$ cat config.mk
export PLATFORM = sky130hd
export DESIGN_NAME = glbl_wb2reg_flat
export DESIGN_NICKNAME = d
export VERILOG_FILES = /design/src/rtl/glbl_wb2reg_pkg.sv /design/src/rtl/glbl_wb2reg_if.sv /design/src/rtl/glbl_wb2reg.sv /design/src/flat_wrapper.sv
export SDC_FILE = /design/constraint.sdc
export NUM_CORES = 1
export LEC_CHECK = 0
export BUFFER_PORTS_ARGS = -buffer_cell sky130_fd_sc_hd__buf_2
export CAP_MARGIN = 10
export CELL_PAD_IN_SITES_DETAIL_PLACEMENT = 2
export CELL_PAD_IN_SITES_GLOBAL_PLACEMENT = 2
export CORE_MARGIN = 2
export CORE_UTILIZATION = 30
export CTS_BUF_LIST = sky130_fd_sc_hd__clkbuf_4 sky130_fd_sc_hd__clkbuf_8
export DETAILED_ROUTE_END_ITERATION = 10
export GPL_TIMING_DRIVEN = 0
export HOLD_SLACK_MARGIN = 0.02
export PLACE_DENSITY = 0.95
export SYNTH_ARGS = -nofsm -noshare
export SYNTH_HDL_FRONTEND = slang
export SYNTH_SLANG_ARGS = --single-unit
$ cat constraint.sdc
create_clock -name mclk -period 4 [get_ports mclk]
set_input_delay 0.8 -clock mclk [delete_from_list [all_inputs] [get_ports mclk]]
set_output_delay 0.8 -clock mclk [all_outputs]
set_load 0.02 [all_outputs]
$ cat src/rtl/glbl_wb2reg_pkg.sv
// Shared types and defaults for the Wishbone to register-bus bridge.
package glbl_pkg;

    typedef enum logic [1:0] {
        IDLE,
        REQ,
        RESP
    } wb2reg_st_t;

    localparam logic [31:0] GLBL_BASE_ADDR = 32'h3000_0000;
    localparam int          GLBL_TIMEOUT   = 16;
    localparam logic [31:0] GLBL_TO_RDATA  = 32'hDEAD_BEEF;

endpackage

$ cat src/rtl/glbl_wb2reg_if.sv
// Wishbone-classic slave bundle between the host and the bridge.
interface glbl_wb2reg_if;

    logic        wbs_cyc_i;
    logic        wbs_stb_i;
    logic        wbs_we_i;
    logic [31:0] wbs_adr_i;
    logic [31:0] wbs_dat_i;
    logic [3:0]  wbs_sel_i;
    logic [31:0] wbs_dat_o;
    logic        wbs_ack_o;
    logic        wbs_err_o;

    modport master (
        output wbs_cyc_i, wbs_stb_i, wbs_we_i,
        output wbs_adr_i, wbs_dat_i, wbs_sel_i,
        input  wbs_dat_o, wbs_ack_o, wbs_err_o
    );

    modport slave (
        input  wbs_cyc_i, wbs_stb_i, wbs_we_i,
        input  wbs_adr_i, wbs_dat_i, wbs_sel_i,
        output wbs_dat_o, wbs_ack_o, wbs_err_o
    );

endinterface

$ cat src/rtl/glbl_wb2reg.sv
// Wishbone-classic slave to single-outstanding register-bus bridge
// with window decode, bounded timeout and host-abort handling.
module glbl_wb2reg
    import glbl_pkg::*;
#(
    parameter logic [31:0] BASE_ADDR = GLBL_BASE_ADDR,
    parameter int          TIMEOUT   = GLBL_TIMEOUT,
    parameter logic [31:0] TO_RDATA  = GLBL_TO_RDATA
) (
    input  logic          mclk,
    input  logic          reset,
    glbl_wb2reg_if.slave  wbs,
    output logic          reg_cs,
    output logic          reg_wr,
    output logic [5:0]    reg_addr,
    output logic [31:0]   reg_wdata,
    output logic [3:0]    reg_be,
    input  logic [31:0]   reg_rdata,
    input  logic          reg_ack
);

    localparam logic [7:0] TMAX = 8'(TIMEOUT - 1);

    wb2reg_st_t  st_q, st_d;
    logic [7:0]  timer_q, timer_d;
    logic        abort_q, abort_d;
    logic        ack_q, ack_d;
    logic        err_q, err_d;
    logic [31:0] dat_q, dat_d;
    logic        cs_d;
    logic        latch;
    logic        req, hit, expired;

    assign req     = wbs.wbs_cyc_i & wbs.wbs_stb_i;
    assign hit     = wbs.wbs_adr_i[31:6] == BASE_ADDR[31:6];
    assign expired = timer_q == TMAX;

    assign wbs.wbs_ack_o = ack_q;
    assign wbs.wbs_err_o = err_q;
    assign wbs.wbs_dat_o = dat_q;

    always_ff @(posedge mclk) begin
        if (reset) st_q <= IDLE;
        else       st_q <= st_d;
    end

    always_comb begin
        st_d = st_q;
        unique case (st_q)
            IDLE: if (req) st_d = hit ? REQ : RESP;
            REQ:  if (reg_ack || expired) st_d = RESP;
            RESP: st_d = IDLE;
            default: st_d = IDLE;
        endcase
    end

    // Ack beats expiry; abort only masks the host response.
    always_comb begin
        cs_d    = reg_cs;
        timer_d = timer_q;
        abort_d = abort_q;
        ack_d   = 1'b0;
        err_d   = 1'b0;
        dat_d   = dat_q;
        latch   = 1'b0;
        unique case (st_q)
            IDLE: begin
                if (req && hit) begin
                    latch   = 1'b1;
                    cs_d    = 1'b1;
                    timer_d = 8'd0;
                end else if (req) begin
                    err_d = 1'b1;
                    dat_d = 32'd0;
                end
            end
            REQ: begin
                abort_d = abort_q | ~req;
                if (reg_ack) begin
                    cs_d  = 1'b0;
                    ack_d = ~abort_d;
                    dat_d = reg_rdata;
                end else if (expired) begin
                    cs_d  = 1'b0;
                    err_d = ~abort_d;
                    dat_d = TO_RDATA;
                end else begin
                    timer_d = timer_q + 8'd1;
                end
            end
            RESP: abort_d = 1'b0;
            default: abort_d = 1'b0;
        endcase
    end

    always_ff @(posedge mclk) begin
        if (reset) begin
            timer_q   <= 8'd0;
            abort_q   <= 1'b0;
            ack_q     <= 1'b0;
            err_q     <= 1'b0;
            dat_q     <= 32'd0;
            reg_cs    <= 1'b0;
            reg_wr    <= 1'b0;
            reg_addr  <= 6'd0;
            reg_wdata <= 32'd0;
            reg_be    <= 4'd0;
        end else begin
            timer_q <= timer_d;
            abort_q <= abort_d;
            ack_q   <= ack_d;
            err_q   <= err_d;
            dat_q   <= dat_d;
            reg_cs  <= cs_d;
            if (latch) begin
                reg_wr    <= wbs.wbs_we_i;
                reg_addr  <= wbs.wbs_adr_i[5:0];
                reg_wdata <= wbs.wbs_dat_i;
                reg_be    <= wbs.wbs_sel_i;
            end
        end
    end

endmodule

$ cat src/flat_wrapper.sv
// flat-port wrapper written by rule: the top's interface ports become plain ports
module glbl_wb2reg_flat import glbl_pkg::*;
#(
    parameter logic [31:0] BASE_ADDR = GLBL_BASE_ADDR,
    parameter int          TIMEOUT   = GLBL_TIMEOUT,
    parameter logic [31:0] TO_RDATA  = GLBL_TO_RDATA
)
  (mclk, reset, reg_cs, reg_wr, reg_addr, reg_wdata, reg_be, reg_rdata, reg_ack, wbs_wbs_cyc_i, wbs_wbs_stb_i, wbs_wbs_we_i, wbs_wbs_adr_i, wbs_wbs_dat_i, wbs_wbs_sel_i, wbs_wbs_dat_o, wbs_wbs_ack_o, wbs_wbs_err_o);
  glbl_wb2reg_if wbs_i ();
  input  logic mclk;
  input  logic reset;
  output logic reg_cs;
  output logic reg_wr;
  output logic [5:0] reg_addr;
  output logic [31:0] reg_wdata;
  output logic [3:0] reg_be;
  input  logic [31:0] reg_rdata;
  input  logic reg_ack;
  input wire logic [$bits(wbs_i.wbs_cyc_i)-1:0] wbs_wbs_cyc_i;
  input wire logic [$bits(wbs_i.wbs_stb_i)-1:0] wbs_wbs_stb_i;
  input wire logic [$bits(wbs_i.wbs_we_i)-1:0] wbs_wbs_we_i;
  input wire logic [$bits(wbs_i.wbs_adr_i)-1:0] wbs_wbs_adr_i;
  input wire logic [$bits(wbs_i.wbs_dat_i)-1:0] wbs_wbs_dat_i;
  input wire logic [$bits(wbs_i.wbs_sel_i)-1:0] wbs_wbs_sel_i;
  output wire logic [$bits(wbs_i.wbs_dat_o)-1:0] wbs_wbs_dat_o;
  output wire logic [$bits(wbs_i.wbs_ack_o)-1:0] wbs_wbs_ack_o;
  output wire logic [$bits(wbs_i.wbs_err_o)-1:0] wbs_wbs_err_o;
  assign wbs_i.wbs_cyc_i = wbs_wbs_cyc_i;
  assign wbs_i.wbs_stb_i = wbs_wbs_stb_i;
  assign wbs_i.wbs_we_i = wbs_wbs_we_i;
  assign wbs_i.wbs_adr_i = wbs_wbs_adr_i;
  assign wbs_i.wbs_dat_i = wbs_wbs_dat_i;
  assign wbs_i.wbs_sel_i = wbs_wbs_sel_i;
  assign wbs_wbs_dat_o = wbs_i.wbs_dat_o;
  assign wbs_wbs_ack_o = wbs_i.wbs_ack_o;
  assign wbs_wbs_err_o = wbs_i.wbs_err_o;
  glbl_wb2reg #(.BASE_ADDR(BASE_ADDR), .TIMEOUT(TIMEOUT), .TO_RDATA(TO_RDATA)) u_core (.mclk(mclk), .reset(reset), .wbs(wbs_i), .reg_cs(reg_cs), .reg_wr(reg_wr), .reg_addr(reg_addr), .reg_wdata(reg_wdata), .reg_be(reg_be), .reg_rdata(reg_rdata), .reg_ack(reg_ack));
endmodule
After elaboration in Yosys (flattened, before gate mapping). Cells that the tools add are included.

Add/subtract/negate cells: 1. Equal/unequal tests: 10. Muxes and demuxes: 25. Bitwise gates (word level): 6. Reduce and logical (&&, ||, !) cells: 9.

Operator list (count): 2-to-1 mux 32 bit (4); case mux 32 bit (2 select lines) (1); == test 26 x 24 -> 1 bit (second input constant) (1); 2-to-1 mux 8 bit (3); case mux 8 bit (2 select lines) (1); 2-to-1 mux 1 bit (9); adder 8 x 1 -> 8 bit (second input constant) (1); == test 8 x 4 -> 1 bit (second input constant) (1); AND reduction 4 bit (2); 2-to-1 mux 2 bit (3); inequality test 2 x 1 -> 1 bit (second input constant) (3); inequality test 2 bit (second input constant) (3); case mux 1 bit (2 select lines) (3); NOT 1 bit (4); case mux 2 bit (2 select lines) (1); inequality test 3 x 2 -> 1 bit (second input constant) (1); AND reduction 3 bit (1); OR reduction 3 bit (1); == test 2 x 1 -> 1 bit (second input constant) (1); zero test 2 bit (1); AND reduction 2 bit (1); nonzero test 2 bit (1); AND 1 bit (1); logical AND 1 bit (1); other kinds (2) (2).

Register bits: 89. Input bits: 106. Output and inout bits: 78. Logic and storage cells: 62.

Longest topological paths before layout. Gate-level depths: netlist of the first run.

Word-level depth: 7. Mapped depth: 8. Depth with buffers taken out: 5.

Least setup slack after synthesis of the first run. Ideal clock, no wire load.

Path type: input to register. From: input port wbs_wbs_adr_i[17]. To: register u_core.reg_wdata[30]. Setup time: 132 ps. Data arrival time: 1988 ps. Required time: 3868 ps. Path slack: 1880 ps. Stages on the path: 5. Buffers on the path: 1. Cell sequence: nor4_1 nand4_1 clkbuf_1 o31ai_1 a21oi_1.

Cells in the longest elaborated chain, start to end: 4.

Ends and longest elaborated chain: start, declared (RTL line flat_wrapper.sv:22) `input wire logic [$bits(wbs_i.wbs_adr_i)-1:0] wbs_wbs_adr_i;`; == test 26 x 24 -> 1 bit (RTL line glbl_wb2reg.sv:35) `assign hit = wbs.wbs_adr_i[31:6] == BASE_ADDR[31:6];`; logical AND 1 bit (RTL line glbl_wb2reg.sv:68) `if (req && hit) begin`; 2-to-1 mux 1 bit (RTL line glbl_wb2reg.sv:68); 2-to-1 mux 1 bit (RTL line glbl_wb2reg.sv:66) `unique case (st_q)`; end signal, assigned (RTL line glbl_wb2reg.sv:118) `reg_wdata <= wbs.wbs_dat_i;`; end, declared (RTL line glbl_wb2reg.sv:16) `output logic [31:0] reg_wdata,`.

No other way between the ends. A chain may end at the register's enable or synchronous reset.

Worst setup path after layout of the first run.
From: input port wbs_wbs_adr_i[17]. To: register u_core.reg_wdata[26].

The elaborated chain is that of the path after synthesis.

==> results.py, run 1 <==
metrics = {
    "outcome": {
        "status": "complete, no violations",
    },
    "pwr": {
        "powerDensity_nw_per_um2": 283,
        "power_frac_comb": 0.092,
        "swShare": 0.277,
        "seqPwrFrac": 0.532,
        "p_clk_frac": 0.375,
        "p_int_mw": 1.20,
        "finalPower_mw": 1.67,
        "max-vdd-ir-drop_mv": 0.124,
        "switchingPower_uw": 462,
        "power_leakage_nw": 2.50,
    },
    "cts": {
        "cts.reportedPaths.clkPinSlew_ns": 0.09,
        "tritoncts": "done",
        "clock_sinks": 89,
        "clockRootBuffer": "clkbuf_8",
        "cts_made_buffers": 9,
        "cts_buffer_depth": 2,
        "cts-htree-levels": 3,
        "cts-resized-gates": 0,
        "post_cts_buffers": 0,
        "worstSkewPairLatency_ns": 0.38,
        "hold_buffers": 0,
    },
    "sta": {
        "fin_tns_setup_ns": 0,
        "period_share": 0.642,
        "slew-limit-headroom": 0.493,
        "fmax_mhz": 390,
        "worstMarginPinSlew_ns": 0.761,
        "clock_skew_ns": 0.0172,
        "hold_violations": 0,
        "rsz0062_at_grt": "false",
        "slew_viol_final": 0,
        "finalSetupViolCount": 0,
        "min_period_ns": 2.57,
    },
    "die": {
        "die_h_um": 127,
        "pin_count": 184,
        "die_area_sq_um": 16200,
        "die_w_um": 127,
        "core_area_sq_um": 14600,
        "initial_core_util": 0.310,
        "fp-row-count": 44,
    },
    "global_route": {
        "overflow": 0,
        "grt_pass1_wl_um": 31500,
        "track_usage": 0.247,
        "antenna_found_initial": 0,
        "grt_max_degree": 16,
        "grt_pass1_vias": 5779,
    },
    "place": {
        "gp_congestion": 0.802,
        "placedInstanceArea_sq_um": 5690,
        "hpwlAfterDp_um": 15200,
        "port_buffers": 183,
    },
    "synth": {
        "seq_area_frac_synth": 0.392,
        "synth_edf_count": 0,
        "yosys_warnings": 0,
        "syn_nets": 629,
        "syn_avg_cell_area_sq_um": 8.71,
        "synth.top_cell.area_share": 0.392,
        "ys_seq_elements": 89,
        "netlist_instances": 522,
        "synth_ff_type": "dfxtp_1",
        "synth_top_area_cell": "dfxtp_1",
        "syn_area_sq_um": 4550,
        "synthArstFlopShare": 0,
        "synth.area.top_cells": "dfxtp_1 39%, o41ai_2 7.9%, o31ai_1 7.3%",
        "synthDistinctLibCells": 47,
    },
    "cells_and_area": {
        "drive_gt1_frac": 0.347,
        "fin_area_sq_um": 5880,
        "n_antenna_cell": 0,
        "nets": 823,
        "syn_to_final_growth_pct": 29.4,
        "num-fill-cells": 1730,
    },
    "detailed_routing": {
        "dr.max_layer_used": "met4",
        "vias_per_cell": 5.73,
        "drtAntennaViolNets": 0,
        "dr_wl_met3_um": 1260,
        "drcViolationCount": 0,
        "vias": 5184,
        "first_pass_iters": 4,
        "totalWireLength_um": 20000,
        "dr_wl_met2_um": 10000,
        "wl_met1_um": 8220,
        "drt_iter0_drc": 243,
        "wl_per_cell_um": 22.1,
    },
    "critical_path": {
        "end_kind": "flop",
        "path_delay_family": "simple AND/OR/NAND/NOR gates",
        "path_cells": "buf_2 > nor4_1 > nand4_1 > clkbuf_1 > o31ai_1 > a21oi_1",
        "crit_fanout": 10,
        "slowest_delay_ns": 0.55,
        "critPathKind": "in -> reg",
        "path_buf_inv": 2,
        "start_kind": "input port",
        "worstPathRequired_ns": 4.24,
        "crit_arrival_ns": 2.80,
        "cpMaxStageDelayCell": "nand4_1",
    },
    "hold_path": {
        "hold_path_class": "reg -> reg",
    },
    "run": {
        "maxCapViolCount": 0,
    },
}
## registers in the layout, indices dropped and copies added, names as in the netlist
name,count
u_core.st_q,2
u_core.reg_cs,1
u_core.reg_wr,1
u_core.reg_addr,6
u_core.timer_q,8
u_core.reg_wdata,32
u_core.reg_be,4
u_core.wbs.wbs_dat_o,32
u_core.wbs.wbs_ack_o,1
u_core.wbs.wbs_err_o,1
u_core.abort_q,1
## power groups by stage
stage	Sequential, mW	Combinational, mW	Clock, mW
2_1_floorplan	0.908	0.0640	0
3_3_place_gp	0.907	0.146	0
3_5_place_dp	0.907	0.153	0
4_1_cts	0.887	0.154	0.643
5_1_grt	0.887	0.167	0.682
6_report	0.887	0.154	0.625
## per-stage QoR
stage | utilization | cells | setup WS [ns] | hold slack [ns]
floorplan | - | 522 | 1.88 | 0.422
global placement | 0.389 | 889 | 1.34 | 0.450
detailed placement | 0.389 | 889 | 1.01 | 0.456
CTS | 0.402 | 905 | 1.39 | 0.476
global route | 0.402 | 905 | 1.23 | 0.487
finish | 0.402 | 905 | 1.43 | 0.471
## final timing paths
check	start	to	slack, ns	cells past startpoint
worst max-delay path	wbs_wbs_adr_i[17]	u_core.reg_wdata[26]$_SDFFE_PP0P_	1.43	6
worst min-delay path	u_core.reg_cs$_SDFFE_PP0P_	u_core.reg_cs$_SDFFE_PP0P_	0.47	1
worst max register to register	u_core.st_q[1]$_SDFFE_PP0P_	u_core.reg_be[3]$_SDFFE_PP0P_	1.83	5
worst min register to register	u_core.reg_cs$_SDFFE_PP0P_	u_core.reg_cs$_SDFFE_PP0P_	0.47	1
## cell families (layout without fill, tap and decap cells)
| group | Yosys count | count (layout) | synth area share |
|---|---|---|---|
| compound gates | 185 | 185 | 0.316 |
| fa+ha+maj | 1 | 1 | 0.00275 |
| buf+inv | 96 | 295 | 0.0872 |
| flops | 89 | 89 | 0.392 |
| simple gates | 151 | 151 | 0.203 |
## per-layer routing
layer	vias to the layer above	global-route usage
li1	2386	-
met1	2551	0.286
met2	211	0.447
met3	36	0.0586
met4	0	0.0847
met5	-	0
## area by class of cell
type | instances | area [sq um] | share of cell area
multi-input cells | 337 | 2370 | 0.403
flip-flops and latches | 89 | 1780 | 0.303
repair buffers | 183 | 916 | 0.156
plain buffers | 62 | 269 | 0.0457
well taps | 184 | 230 | 0.0391
clock buffers | 11 | 151 | 0.0257
inverters | 34 | 128 | 0.0217
clock inverters | 5 | 37.5 | 0.00638
## synth_stat cells (all sizes together) (6+ instances only)
library cell  count
a211o             7
a21oi            50
a31oi            24
and3             22
buf              20
clkbuf           42
dfxtp            89
inv              34
nand2            12
nand2b           24
nand3             6
nand4            47
nor2             11
o21ai            14
o31ai            44
o41ai            26
## cell usage in the layout, fill, tap and decap left out, types with 3 or more instances in the layout
cell / instances
a211o_1: 7
a21oi_1: 50
a31oi_1: 24
a32oi_1: 5
and3_1: 21
buf_2: 200
clkbuf_1: 42
clkbuf_8: 11
dfxtp_1: 89
inv_1: 34
nand2_1: 12
nand2b_1: 24
nand3_1: 6
nand3b_1: 4
nand4_1: 47
nor2_1: 11
nor2b_1: 5
nor4_1: 4
o21ai_0: 14
o31ai_1: 44
o41ai_1: 4
o41ai_2: 22
or3_1: 3
Power figures use the tool's default switching activity.
==> inputs of run 2 (changes only) <==
--- a/config.mk
+++ b/config.mk
@@ -5,17 +5,18 @@
 export SDC_FILE = /design/constraint.sdc
 export NUM_CORES = 1
 export LEC_CHECK = 0
+export ABC_AREA = 1
 export BUFFER_PORTS_ARGS = -buffer_cell sky130_fd_sc_hd__buf_2
 export CAP_MARGIN = 10
 export CELL_PAD_IN_SITES_DETAIL_PLACEMENT = 2
 export CELL_PAD_IN_SITES_GLOBAL_PLACEMENT = 2
 export CORE_MARGIN = 2
-export CORE_UTILIZATION = 30
+export CORE_UTILIZATION = 25
 export CTS_BUF_LIST = sky130_fd_sc_hd__clkbuf_4 sky130_fd_sc_hd__clkbuf_8
 export DETAILED_ROUTE_END_ITERATION = 10
 export GPL_TIMING_DRIVEN = 0
 export HOLD_SLACK_MARGIN = 0.02
-export PLACE_DENSITY = 0.95
+export PLACE_DENSITY = 0.92
 export SYNTH_ARGS = -nofsm -noshare
 export SYNTH_HDL_FRONTEND = slang
 export SYNTH_SLANG_ARGS = --single-unit
==> constraint.sdc (replaced) <==
create_clock -name mclk -period 2.5 [get_ports mclk]
set_input_delay 0.5 -clock mclk [delete_from_list [all_inputs] [get_ports mclk]]
set_output_delay 0.5 -clock mclk [all_outputs]
set_load 0.02 [all_outputs]
==> run 2 against run 1 <==
Critical path depth is 3 higher; sequential power is 66% higher; non-clock buffer count is 27 lower; sequential share of layout area is 0.52 points higher; global-route usage is 6.9 points lower; critical endpoint is now u_core.wbs.wbs_dat_o[3]$_SDFFE_PP0P_; largest cell class unchanged.
==> results.py, run 2 <==
metrics = {
    "outcome": {
        "status": "complete, no violations",
    },
    "detailed_routing": {
        "totalWireLength_um": 16400,
        "vias": 4882,
        "vias_per_cell": 4.45,
        "first_pass_iters": 4,
        "drcViolationCount": 0,
        "drtAntennaViolNets": 0,
        "wl_per_cell_um": 15.0,
        "drt_iter0_drc": 119,
    },
    "pwr": {
        "power_leakage_nw": 3.10,
        "powerDensity_nw_per_um2": 498,
        "max-vdd-ir-drop_mv": 0.203,
    },
    "critical_path": {
        "rr_worst_depth": 9,
        "critPathKind": "reg -> reg",
        "worstPathRequired_ns": 2.79,
        "crit_arrival_ns": 2.09,
        "start_kind": "flop",
        "slowest_delay_ns": 0.42,
        "cpMostUsedCell": "nor2_4",
        "path_cells": "ha_1 > nand3_2 > nor2_4 > nor2_4 > nor2_8 > buf_2 > nand3_1 > nand2_1 > nor2_1",
        "path_delay_family": "simple AND/OR/NAND/NOR gates",
        "end_kind": "flop",
        "crit_cells": 9,
        "r2r_slack_ns": 0.69,
        "cpMaxStageDelayCell": "dfxtp_1",
        "crit_fanout": 10,
        "path_buf_inv": 1,
    },
    "cts": {
        "clockRootBuffer": "clkbuf_8",
        "hold_buffers": 0,
        "cts_made_buffers": 9,
        "worstSkewPairLatency_ns": 0.38,
        "cts-htree-levels": 3,
        "cts_buffer_depth": 2,
        "tritoncts": "done",
        "cts-resized-gates": 0,
        "post_cts_buffers": 0,
        "clock_sinks": 89,
        "cts.reportedPaths.clkPinSlew_ns": 0.10,
    },
    "cells_and_area": {
        "drive_gt1_frac": 0.293,
        "fin_area_sq_um": 5780,
        "syn_to_final_growth_pct": 31.5,
        "final_common_cell": "buf_2",
        "mostFrequentLayoutCells": "191 x buf_2, 179 x nor2_1, 171 x nand2_1",
        "nets": 972,
    },
    "synth": {
        "seq_area_frac_synth": 0.405,
        "synth.area.top_cells": "dfxtp_1 41%, nor2_1 15%, nand2_1 15%",
        "synth_common_cells": "179 x nor2_1, 171 x nand2_1, 89 x dfxtp_1, 70 x inv_1, 41 x nand3_1",
        "ys_seq_elements": 89,
        "synth_edf_count": 0,
        "syn_nets": 780,
        "syn_area_sq_um": 4400,
        "synthDistinctLibCells": 30,
        "synth_top_area_cell": "dfxtp_1",
        "netlist_instances": 673,
        "syn_avg_cell_area_sq_um": 6.53,
        "yosysMostFrequentCell": "nor2_1",
        "yosys_warnings": 0,
        "synth.top_cell.area_share": 0.405,
        "synthArstFlopShare": 0,
        "synth_ff_type": "dfxtp_1",
    },
    "place": {
        "hpwlAfterDp_um": 13100,
        "port_buffers": 181,
        "placedInstanceArea_sq_um": 5580,
        "gp_congestion": 0.785,
    },
    "sta": {
        "fin_tns_setup_ns": 0,
        "worstMarginPinSlew_ns": 0.725,
        "period_share": 0.723,
        "slew_viol_final": 0,
        "finalSetupViolCount": 0,
        "min_period_ns": 1.81,
        "rsz0062_at_grt": "false",
        "slew-limit-headroom": 0.516,
        "clock_skew_ns": 0.0132,
        "fmax_mhz": 553,
        "hold_violations": 0,
    },
    "global_route": {
        "grt_pass1_vias": 5288,
        "antenna_found_initial": 1,
        "grt_pass1_wl_um": 26000,
        "track_usage": 0.179,
        "grt_max_degree": 16,
        "overflow": 0,
    },
    "hold_path": {
        "whs_path_depth": 3,
        "hold_path_class": "in -> reg",
    },
    "die": {
        "die_area_sq_um": 18700,
        "die_h_um": 137,
        "pin_count": 184,
        "initial_core_util": 0.255,
        "core_area_sq_um": 17200,
        "die_w_um": 137,
        "fp-row-count": 48,
    },
    "run": {
        "maxCapViolCount": 0,
    },
}
[run 2: changes by cell type in the layout (fill, tap and decap cells not counted), moves of 36 or more]
cell	change
nor2_1	+168
nand2_1	+159
nand4_1	-45
o31ai_1	-44
a21oi_1	-39
inv_1	+36
[run 2: layer usage]
layer / GRT usage / wire [um] / vias up / part of all wire
met1: 0.202 / 7020 / 2296 / 0.43
li1: - / - / 2426 / -
met4: 0.0608 / 319 / 2 / 0.019
met3: 0.0478 / 1050 / 28 / 0.064
met2: 0.323 / 7990 / 130 / 0.49
met5: 0 / 11 / - / 0.00067
[run 2: layout make-up]
class                           count  area, sq um
Fill cell                        2160        11500
Clock inverter                      6         65.1
Timing Repair Buffer              181          906
Inverter                           75          282
Antenna cell                        1         2.50
Sequential cell                    89         1780
Clock buffer                       10          131
Tap cell                          225          282
Multi-Input combinational cell    472         2080
Buffer                             37          251
[run 2: cell families (layout without fill, tap and decap cells)]
group	Yosys count	count (layout)	share of synthesized area
other cells	0	1	0
buf+inv	112	309	0.121
simple gates	410	410	0.382
flops	89	89	0.405
compound gates	61	61	0.0888
fa+ha+maj	1	1	0.00285
[run 2: worst paths after layout]
path,from,to
setup / recovery,u_core.timer_q[0]$_SDFFE_PP0P_,u_core.wbs.wbs_dat_o[3]$_SDFFE_PP0P_
hold / removal,wbs_wbs_dat_i[5],u_core.reg_wdata[5]$_SDFFE_PP0P_
setup reg to reg,u_core.timer_q[0]$_SDFFE_PP0P_,u_core.wbs.wbs_dat_o[3]$_SDFFE_PP0P_
hold reg to reg,u_core.abort_q$_SDFFE_PP0P_,u_core.wbs.wbs_ack_o$_SDFF_PP0_
[run 2: tightest hold or removal path: cells and delay by family]
family                 cells  cell delay [ns]
buffers and inverters      1             0.07
and+or+nand+nor            2             0.11
[run 2: where the power goes]
group | total (mW) | leakage (nW) | internal (mW) | switching (mW)
Clock | 1.05 | 0.100 | 0.478 | 0.577
Combinational | 0.356 | 2.28 | 0.149 | 0.207
Sequential | 1.47 | 0.722 | 1.45 | 0.0212
Total | 2.88 | 3.10 | 2.08 | 0.806
[run 2: stage by stage]
step                setup slack [ns]  instances   util  hold WS, ns  total power [mW]
CTS                            0.668       1095  0.335        0.319              2.94
finish                         0.691       1096  0.336        0.337              2.88
global route                   0.531       1095  0.335        0.322              3.04
global placement               0.467       1079  0.324        0.435              1.85
floorplan                      0.903        673      -        0.421              1.69
detailed placement             0.355       1079  0.324        0.450              1.86
==> inputs of run 3 (changes only) <==
--- a/config.mk
+++ b/config.mk
@@ -5,13 +5,13 @@
 export SDC_FILE = /design/constraint.sdc
 export NUM_CORES = 1
 export LEC_CHECK = 0
-export ABC_AREA = 1
+export ABC_AREA = 0
 export BUFFER_PORTS_ARGS = -buffer_cell sky130_fd_sc_hd__buf_2
 export CAP_MARGIN = 10
 export CELL_PAD_IN_SITES_DETAIL_PLACEMENT = 2
 export CELL_PAD_IN_SITES_GLOBAL_PLACEMENT = 2
 export CORE_MARGIN = 2
-export CORE_UTILIZATION = 25
+export CORE_UTILIZATION = 28
 export CTS_BUF_LIST = sky130_fd_sc_hd__clkbuf_4 sky130_fd_sc_hd__clkbuf_8
 export DETAILED_ROUTE_END_ITERATION = 10
 export GPL_TIMING_DRIVEN = 0
==> constraint.sdc (replaced) <==
create_clock -name mclk -period 1.7 [get_ports mclk]
set_input_delay 0.34 -clock mclk [delete_from_list [all_inputs] [get_ports mclk]]
set_output_delay 0.34 -clock mclk [all_outputs]
set_load 0.02 [all_outputs]
==> run 3 against run 2 <==
The flow now finishes with violations (setup timing); count of clock-buffer cells in the layout is the same; power grew 40%; die area shrank 7.4%; highest routed layer is now met4; cell count shrank 12%; sequential power grew 42%; flip-flop and latch count is the same.
==> results.py, run 3 (synthesis results as in run 1) <==
metrics = {
    "critical_path": {
        "path_cells": "buf_2 > nor4b_4 > and3_1 > buf_4 > a21boi_2 > buf_2 > o41ai_2",
        "slowest_delay_ns": 0.39,
        "cpMaxStageDelayCell": "nor4b_4",
        "end_kind": "flop",
        "crit_arrival_ns": 2.04,
        "path_delay_family": "simple AND/OR/NAND/NOR gates",
        "crit_fanout": 10,
        "critPathKind": "in -> reg",
        "path_buf_inv": 3,
        "cpMostUsedCell": "buf_2",
        "start_kind": "input port",
        "r2r_slack_ns": -0.05,
        "worstPathRequired_ns": 1.97,
    },
    "sta": {
        "finalSetupViolCount": 17,
        "slew_viol_final": 0,
        "fmax_mhz": 567,
        "min_period_ns": 1.76,
        "fin_tns_setup_ns": -0.417,
        "whs_ns": 0.192,
        "hold_violations": 0,
        "clock_skew_ns": 0.0272,
        "worstMarginPinSlew_ns": 0.785,
        "rsz0062_at_grt": "true",
        "fin_ws_ns": -0.0621,
        "slew-limit-headroom": 0.477,
        "period_share": 1.04,
    },
    "detailed_routing": {
        "drt_iter0_drc": 271,
        "drcViolationCount": 0,
        "wl_per_cell_um": 24.3,
        "drtAntennaViolNets": 0,
        "vias": 5289,
        "vias_per_cell": 5.51,
        "first_pass_iters": 4,
        "totalWireLength_um": 23300,
    },
    "cells_and_area": {
        "n_antenna_cell": 0,
        "nets": 846,
        "final_common_cell": "buf_2",
        "syn_to_final_growth_pct": 50.7,
        "drive_gt1_frac": 0.474,
        "mostFrequentLayoutCells": "194 x buf_2, 86 x dfxtp_1, 48 x a21oi_1",
    },
    "cts": {
        "hold_buffers": 0,
        "cts_made_buffers": 9,
        "clockRootBuffer": "clkbuf_8",
        "tritoncts": "done",
        "cts.reportedPaths.clkPinSlew_ns": 0.12,
        "worstSkewPairLatency_ns": 0.40,
        "cts-htree-levels": 3,
        "cts_buffer_depth": 2,
        "clock_sinks": 89,
    },
    "pwr": {
        "finalPower_mw": 4.04,
        "powerDensity_nw_per_um2": 590,
        "max-vdd-ir-drop_mv": 0.295,
        "power_leakage_nw": 2.87,
    },
    "outcome": {
        "status": "finished, violations left",
        "violations": "setup timing",
    },
    "global_route": {
        "grt_pass1_vias": 5761,
        "grt_pass1_wl_um": 33300,
        "overflow": 0,
        "track_usage": 0.241,
        "grt_max_degree": 16,
        "antenna_found_initial": 0,
    },
    "die": {
        "die_w_um": 131,
        "die_h_um": 131,
        "die_area_sq_um": 17300,
        "pin_count": 184,
        "initial_core_util": 0.286,
        "fp-row-count": 46,
        "core_area_sq_um": 15900,
    },
    "place": {
        "hpwlAfterDp_um": 14800,
        "gp_congestion": 0.843,
        "port_buffers": 183,
    },
    "run": {
        "maxCapViolCount": 0,
    },
    "hold_path": {
        "hold_path_class": "in -> reg",
    },
}
[run 3: worst register-to-register path, cell delays in order (launching register included)]
cell,delay (ns)
dfxtp_2,0.35
ha_4,0.16
and3_4,0.19
buf_6,0.12
a21o_4,0.23
buf_12,0.15
buf_12,0.15
a31oi_4,0.18
o41ai_2,0.10
[run 3: final timing paths]
check / startpoint / to / cells after the start
worst max-delay path: wbs_wbs_adr_i[9] / u_core.wbs.wbs_dat_o[3]$_SDFFE_PP0P_ / 7
worst min-delay path: reg_rdata[8] / u_core.wbs.wbs_dat_o[8]$_SDFFE_PP0P_ / 3
worst max register to register: u_core.timer_q[0]$_SDFFE_PP0P_ / u_core.wbs.wbs_dat_o[2]$_SDFFE_PP0P_ / 8
worst min register to register: u_core.reg_wdata[21]$_SDFFE_PP0P_ / u_core.reg_wdata[21]$_SDFFE_PP0P_ / 2
[run 3: final cells by class]
class / count / area [sq um]
Buffer: 59 / 357
Clock buffer: 10 / 138
Clock inverter: 6 / 43.8
Fill cell: 1738 / 9030
Inverter: 34 / 128
Multi-Input combinational cell: 337 / 2930
Sequential cell: 89 / 1790
Tap cell: 216 / 270
Timing Repair Buffer: 209 / 1200
[run 3: power by group]
group | switching (mW) | internal [mW]
clock | 0.887 | 0.575
combinational | 0.305 | 0.190
sequential | 0.00186 | 2.08
[run 3: layer usage]
metal | share of wire | wire length, um | vias to the layer above | global-route usage
met3 | 0.052 | 1210 | 35 | 0.0521
met4 | 0.022 | 504 | 0 | 0.0574
met1 | 0.41 | 9470 | 2626 | 0.290
met5 | 0 | 0 | - | 0
li1 | - | - | 2425 | -
met2 | 0.52 | 12100 | 203 | 0.437
[run 3: stage by stage]
stage          utilization  cell area (sq um)  setup WS [ns]  std cells
4_1_cts              0.406               6440        -0.0344        952
2_1_floorplan            -               4560        -0.0622        522
6_report             0.431               6850        -0.0621        960
3_5_place_dp         0.362               5750         -0.735        921
3_3_place_gp         0.362               5750         -0.511        921
5_1_grt              0.431               6850         -0.158        960
[run 3: repair_timing]
item / in CTS / in global routing
pin swaps: 9 / 8
setup buffers: 17 / 5
gates resized for setup: 84 / 74
cloned: 1 / 3
endpoints found under the setup margin: 88 / 83
